--- src/rtl/cc_ctrl.sv ---
// cc_ctrl: counts in-flight CC writers, holds BR until they land, resolves it; `define CC_CTRL_BYPASS_EN resolves straight from data.
module cc_ctrl #(
   parameter int MAX_PEND = 3
) (
   input  logic        clk,
   input  logic        rst,
   input  logic        op_valid,
   input  logic        op_sets_cc,
   output logic        op_ready,
   input  logic        result_valid,
   input  logic [15:0] data,
   output logic        ld_cc,
   input  logic        cc_n,
   input  logic        cc_z,
   input  logic        cc_p,
   input  logic        br_valid,
   input  logic [2:0]  br_nzp,
   output logic        br_ready,
   output logic        br_done,
   output logic        br_taken,
   output logic        err
);
   localparam logic [1:0] IDLE = 2'd0, WAIT = 2'd1, RESOLVE = 2'd2;
   logic [1:0] state;
   logic [2:0] pend, nzp_q;
   logic       inc, byp_hit;
   assign ld_cc    = result_valid & (pend != 3'd0);
   assign op_ready = (state == IDLE) & (pend < 3'(MAX_PEND));
   assign br_ready = state == IDLE;
   assign br_done  = state == RESOLVE;
   assign inc      = op_valid & op_ready & op_sets_cc & ~br_valid;
`ifdef CC_CTRL_BYPASS_EN
   logic       byp_q, taken_q;
   logic [2:0] dflags;
   assign dflags   = {data[15], data == 16'd0, ~data[15] & (data != 16'd0)};
   assign byp_hit  = (state == WAIT) & (pend == 3'd1) & result_valid;
   assign br_taken = br_done & (byp_q ? taken_q : |(nzp_q & {cc_n, cc_z, cc_p}));
   always_ff @(posedge clk)
      if (rst) begin
         byp_q   <= 1'b0;
         taken_q <= 1'b0;
      end else begin
         byp_q   <= byp_hit;
         taken_q <= |(nzp_q & dflags);
      end
`else
   logic unused;
   assign unused   = ^data;
   assign byp_hit  = 1'b0;
   assign br_taken = br_done & |(nzp_q & {cc_n, cc_z, cc_p});
`endif
   always_ff @(posedge clk)
      if (rst) begin
         state <= IDLE;
         pend  <= 3'd0;
         nzp_q <= 3'd0;
         err   <= 1'b0;
      end else begin
         pend <= pend + {2'b0, inc} - {2'b0, ld_cc};
         err  <= err | (result_valid & (pend == 3'd0));
         case (state)
            IDLE:
               if (br_valid) begin
                  nzp_q <= br_nzp;
                  state <= (pend == 3'd0) ? RESOLVE : WAIT;
               end
            WAIT:
               if ((pend == 3'd0) | byp_hit) state <= RESOLVE;
            default: state <= IDLE;
         endcase
      end
endmodule

--- config.mk ---
export PLATFORM = sky130hd
export DESIGN_NAME = cc_ctrl
export DESIGN_NICKNAME = d
export VERILOG_FILES = /design/src/rtl/cc_ctrl.sv
export SDC_FILE = /design/constraint.sdc
export NUM_CORES = 1
export LEC_CHECK = 0
export ABC_AREA = 1
export CORE_MARGIN = 10
export CORE_UTILIZATION = 32
export CTS_CLUSTER_SIZE = 24
export DETAILED_ROUTE_END_ITERATION = 16
export PLACE_DENSITY = 0.86
export SLEW_MARGIN = 20
export SYNTH_ARGS = -nofsm -noshare
export SYNTH_HDL_FRONTEND = slang
export SYNTH_SLANG_ARGS = --single-unit
--- constraint.sdc ---
create_clock -name clk -period 2.45 [get_ports clk]
set_input_delay 0.49 -clock clk [delete_from_list [all_inputs] [get_ports clk]]
set_output_delay 0.49 -clock clk [all_outputs]
set_load 0.005 [all_outputs]
==> results.sh <==
export IMPL_grt_max_degree=9
export IMPL_synth_edff_count=0
export IMPL_cts_resized=0
export IMPL_die_h_um=58.2
export IMPL_detail_route_antenna_nets=0
export IMPL_root_buffer="clkbuf_4"
export IMPL_netlist_area_sq_um=467
export IMPL_cp_cell_sequence="clkdlybuf4s50_1 -> inv_1 -> nor2_1 -> clkdlybuf4s50_1"
export IMPL_layout_cells_non_filler=101
export IMPL_crit_path_frequent_cell="clkdlybuf4s50_1"
export IMPL_drt_initial_drc_count=5
export IMPL_hold_violations=0
export IMPL_gp_congestion=0.752
export IMPL_fin_nets=119
export IMPL_cts_tree="built"
export IMPL_io_pins=34
export IMPL_min_from="err$_SDFF_PP0_"
export IMPL_min_path_cells=2
export IMPL_reg2reg_from="pend[2]$_SDFF_PP0_"
export IMPL_synth_common_cells="inv_1, nor2_1, dfxtp_1, nand2_1, nand3_1"
export IMPL_seq_power_share=0.329
export IMPL_tightest_slew_ns=0.229
export IMPL_drc_errors=0
export IMPL_synth_avg_cell_area_sq_um=7.29
export IMPL_yosys_warnings=0
export IMPL_p_int_uw=444
export IMPL_avgRoutedWirePerCell_um=10.6
export IMPL_synth_cell_types=14
export IMPL_cp_slowest_stage_delay_ns=0.53
export IMPL_seq_area_frac_synth=0.386
export IMPL_drt_wl_total_um=1070
export IMPL_via_per_inst=4.35
export IMPL_synth_cells=64
export IMPL_cp_max_fo=2
export IMPL_slew_headroom=0.846
export IMPL_post_place_cells=97
export IMPL_cp_slowest_cell="clkdlybuf4s50_1"
export IMPL_syn_nets=96
export IMPL_skew_ns=0.00316
export IMPL_num_vias=439
export IMPL_dr_pass1_iters=3
export IMPL_fmax_ghz=0.459
export IMPL_clock_sinks=9
export IMPL_endpoint_kind="output port"
export IMPL_postCtsSetupRepairBufs=0
export IMPL_drive_gt1_frac=0.0814
export IMPL_num_rows=13
export IMPL_finalSetupViolCount=0
export IMPL_rsz0062_at_grt="no"
export IMPL_worstSetupPathType="in -> out"
export IMPL_fill_cells=138
export IMPL_die_x_um=58.2
export IMPL_drv_slew=0
export IMPL_core_sq_mm=0.00133
export IMPL_r2r_end="pend[2]$_SDFF_PP0_"
export IMPL_synth_top_cell_by_area="dfxtp_1"
export IMPL_antenna_cells=0
export IMPL_antenna_found_initial=0
export IMPL_holdPathEnd="err$_SDFF_PP0_"
export IMPL_r2r_worst_path_cells=10
export IMPL_maxCapViolCount=0
export IMPL_cts_buffer_depth=2
export IMPL_worstPathRequired_ns=1.96
export IMPL_first_global_vias=407
export IMPL_postCtsHoldBufs=0
export IMPL_hp_class="reg -> reg"
export IMPL_finalCritPeriodShare=0.890
export IMPL_synth_most_common_cell="inv_1"
export IMPL_area_growth_synth_to_final_pct=47.7
export IMPL_grt_first_pass_wirelength_um=1760
export IMPL_p_comb_frac=0.508
export IMPL_p_per_area_mw_per_mm2=1010
export IMPL_startpoint_type="primary input"
export IMPL_io_buffers=17
export IMPL_insertion_delay_ns=0.26
export IMPL_hpwl_um=918
export IMPL_p_sw_frac=0.363
export IMPL_r2r_slack_ns=0.49
export IMPL_floorplan_initialDensity=0.350
export IMPL_synth_top_area_share=0.386
export IMPL_clk_pin_slew_worst_paths_ns=0.06
export IMPL_async_reset_ff_frac=0
export IMPL_clock_power_share=0.162
export IMPL_globalRouteOverflowTotal=0
export IMPL_leakagePower_nw=0.341
export IMPL_outcome="finished, final reports clean"
export IMPL_synthTopCellsByArea="dfxtp_1, inv_1, nor2_1"
export IMPL_cp_arrival_ns=1.69
export IMPL_min_period_ns=2.18
export IMPL_ys_ff_latch=9
export IMPL_fp_dieArea_sq_mm=0.00339
export IMPL_tns_ns=0
export IMPL_cts_htree_levels=1
export IMPL_p_switching_uw=253
export IMPL_ir_drop_uv=489
export IMPL_synthFlopType="dfxtp_1"
export IMPL_grt_total_usage=0.0666
export IMPL_numCtsBuffers=3
layout make-up:
class	instances	area, sq um	share of cell area
sequential	9	180	0.261
timing repair buffer	18	178	0.258
multi-input combinational	40	230	0.334
inverter	15	56.3	0.0817
tap	15	18.8	0.0272
clock buffer	4	26.3	0.0381
worst max path at each step:
stage | start | cells after the start | endpoint | slack [ns]
after global routing | result_valid | 4 | ld_cc | 0.21
after CTS | result_valid | 4 | ld_cc | 0.24
after floorplan | state[1]$_SDFFE_PP0P_ | 10 | pend[2]$_SDFF_PP0_ | 0.56
final | result_valid | 4 | ld_cc | 0.27
after global placement | br_valid | 9 | pend[2]$_SDFF_PP0_ | 0.09
after detailed placement | br_valid | 9 | pend[2]$_SDFF_PP0_ | 0.07
metal layers:
layer	wire length, um	GRT usage	vias up
li1	-	-	240
met1	502	0.0716	179
met2	419	0.0936	18
met3	138	0.0458	2
met4	13	0.0403	0
met5	0	0	-
through the flow:
stage	utilization	setup WS, ns	total power [mW]	hold WS (ns)	instance area (sq um)
3_3_place_gp	0.497	0.0932	0.581	0.441	663
3_5_place_dp	0.497	0.0689	0.598	0.450	663
5_1_grt	0.517	0.205	0.783	0.480	689
6_report	0.517	0.270	0.698	0.449	689
2_1_floorplan	-	0.558	0.456	0.441	467
4_1_cts	0.517	0.240	0.716	0.456	689
power groups by stage:
stage | Clock, mW | Sequential [mW] | Combinational [mW]
3_5_place_dp | 0 | 0.234 | 0.364
6_report | 0.113 | 0.230 | 0.355
3_3_place_gp | 0 | 0.230 | 0.351
2_1_floorplan | 0 | 0.226 | 0.230
4_1_cts | 0.119 | 0.231 | 0.366
5_1_grt | 0.129 | 0.235 | 0.419
kinds of logic (layout without fill, tap and decap cells):
logic type,after synthesis,after routing,share of synthesized area
AO/OA/AOI/OAI,6,6,0.0724
XOR/XNOR,1,1,0.0188
adder cells (fa/ha/maj),4,4,0.123
buffers and inverters,15,37,0.121
flip-flops,9,9,0.386
AND/OR/NAND/NOR,29,29,0.279
cells in the final DEF, fill, tap and decap left out:
master | Yosys | final
clkdlybuf4s50_1 | 0 | 17
inv_1 | 15 | 15
nor2_1 | 12 | 12
nand2_1 | 9 | 9
dfxtp_1 | 9 | 9
nand3_1 | 5 | 5
a21oi_1 | 4 | 4
ha_1 | 3 | 3
clkbuf_4 | 0 | 3
nor2_4 | 1 | 1
nand2_2 | 1 | 1
a21oi_2 | 1 | 1
and3b_1 | 1 | 1
o21ai_0 | 1 | 1
xnor2_1 | 1 | 1
fa_1 | 1 | 1
clkbuf_1 | 0 | 1
buf_4 | 0 | 1
critical path: cells and delay by family:
| family | cells | cell delay (ns) |
|---|---|---|
| AND/OR/NAND/NOR | 1 | 0.15 |
| buffers and inverters | 3 | 1.04 |
sequential cells by signal, indices dropped and copies added (netlist names):
name   flops
nzp_q      3
state      2
err        1
pend       3
Power figures use the tool's default switching activity.
==> RTL edit (same settings) <==
Build with the macro `CC_CTRL_BYPASS_EN` defined.
--- a/src/rtl/cc_ctrl.sv
+++ b/src/rtl/cc_ctrl.sv
@@ -1,3 +1,5 @@
 // cc_ctrl: counts in-flight CC writers, holds BR until they land, resolves it; `define CC_CTRL_BYPASS_EN resolves straight from data.
+`define CC_CTRL_BYPASS_EN
+
 module cc_ctrl #(
    parameter int MAX_PEND = 3
Function: changed (Yosys sat finds a counterexample within 4 cycles, from zero or initial values and one cycle with rst high).
==> RTL edit against the unedited design <==
- synthesized area grew 32%
- final area grew 46%
- final cell count is 50% higher
- worst setup slack got worse by 0.013 ns
- combinational power is 35% higher
- non-clock buffer count grew 15
- sequential cell count increased by 2
- wire length increased by 75%
- register-to-register slack worse by 0.12 ns
- count of clock-buffer cells in the layout did not move
- total power rose by 30%
- largest cell class unchanged
==> RTL edit: results (changes against the unedited design) <==
stage,metric,value,unit,change
setup_path,r2r_setup_slack,0.37,ns,-0.12 ns
placement,gp_congestion,0.7955,,+5.8%
yosys,yosysSeqAreaShare,0.3570,,-0.02906
layout,drive_gt1_frac,0.08661,,+0.005219
power,ir_worst_vdd,0.0005796,V,+18%
clocking,cts-resized-gates,0,,unchanged
power,internal_power,548.4,µW,+23%
yosys,synthTopCellsByCount,"nor2_1 (21), inv_1 (14), nand2_1 (14)",,
yosys,synthTopCellsByArea,"dfxtp_1 (36%), nor2_1 (13%), inv_1 (8.5%), nand2_1 (8.5%), ha_1 (6.1%)",,
global_routing,antenna_found_initial,0,,unchanged
status,status,"complete, no violations",,
placement,pre_cts_ws,0.1363,ns,+0.06738 ns
global_routing,grt_pass1_vias,731,,+80%
power,leakagePower,0.0004309,µW,+26%
sta,fmax,455.9,MHz,-0.60%
yosys,synthDistinctLibCells,21,,+7
sta,holdWs,0.4698,ns,+0.02133 ns
global_routing,track_usage,0.09472,,+0.02808
yosys,syn_inst,90,,+41%
detailed_routing,vias_per_cell,4.559,,+4.9%
global_routing,grt_max_degree,7,,-2
placement,placed_cells,148,,+53%
detailed_routing,wl_per_cell,12.35,µm,+16%
placement,dpl_cell_area,978.4,µm²,+48%
detailed_routing,firstDrtPassIters,4,,+1
layout,fin_nets,160,,+34%
placement,port_buffers,33,,+16
sta,fin_skew,0.004117,ns,+0.0009552 ns
min_path,hp-class,reg -> reg,,
clocking,cts_max_level,1,,unchanged
setup_path,cp_max_fo,2,,unchanged
detailed_routing,finalWirelength,1877,µm,+75%
sta,worstMarginPinSlew,0.2323,ns,+0.003715 ns
detailed_routing,drtIter0Drc,34,,+29
placement,hpwl,1583,µm,+72%
yosys,synthesis.nets,122,,+27%
global_routing,grt_pass1_wl,3153,µm,+79%
==> RTL edit: changes by cell type in the layout (fill, tap and decap cells not counted), moves of 2 or more <==
cell             change
o21ai_0              +3
clkdlybuf4s50_1     +16
nor2_2               +3
dfxtp_1              +2
nand2_1              +5
nor2_1               +9
==> RTL edit: area by class of cell <==
class | count | area, µm²
clock buffer | 4 | 26.28
fill | 156 | 778.2
inverter | 15 | 56.30
multi-input combinational | 64 | 340.3
sequential | 11 | 220.2
tap | 25 | 31.28
timing repair buffer | 33 | 330.3
==> RTL edit: final timing paths <==
kind,end,from,cells past startpoint
worst min-delay path,err,err,1
worst max register to register,pend[2],state[1],11
worst min register to register,err,err,1
worst max-delay path,ld_cc,result_valid,4
==> RTL edit: power by group through the flow <==
| stage | Combinational (µW) | Sequential [µW] | Clock, µW |
|---|---|---|---|
| floorplan | 283 | 293 | 0 |
| global placement | 465 | 301 | 0 |
| detailed placement | 485 | 304 | 0 |
| CTS | 490 | 301 | 126 |
| global route | 554 | 311 | 135 |
| finish | 481 | 301 | 123 |
==> RTL edit: cells by family after synthesis <==
| logic type | after synthesis | synth area share |
|---|---|---|
| AO/OA/AOI/OAI | 11 | 0.1014 |
| XOR/XNOR | 1 | 0.01420 |
| adder cells (fa/ha/maj) | 4 | 0.09331 |
| buffers and inverters | 15 | 0.09127 |
| flip-flops | 11 | 0.3570 |
| AND/OR/NAND/NOR | 48 | 0.3428 |
==> RTL edit: layer usage <==
metal / vias to the layer above / wire length (µm) / track usage
met5: - / 0 / 0
li1: 353 / - / -
met1: 302 / 871 / 0.1073
met4: 0 / 28 / 0.03279
met2: 35 / 815 / 0.1542
met3: 3 / 162 / 0.04181
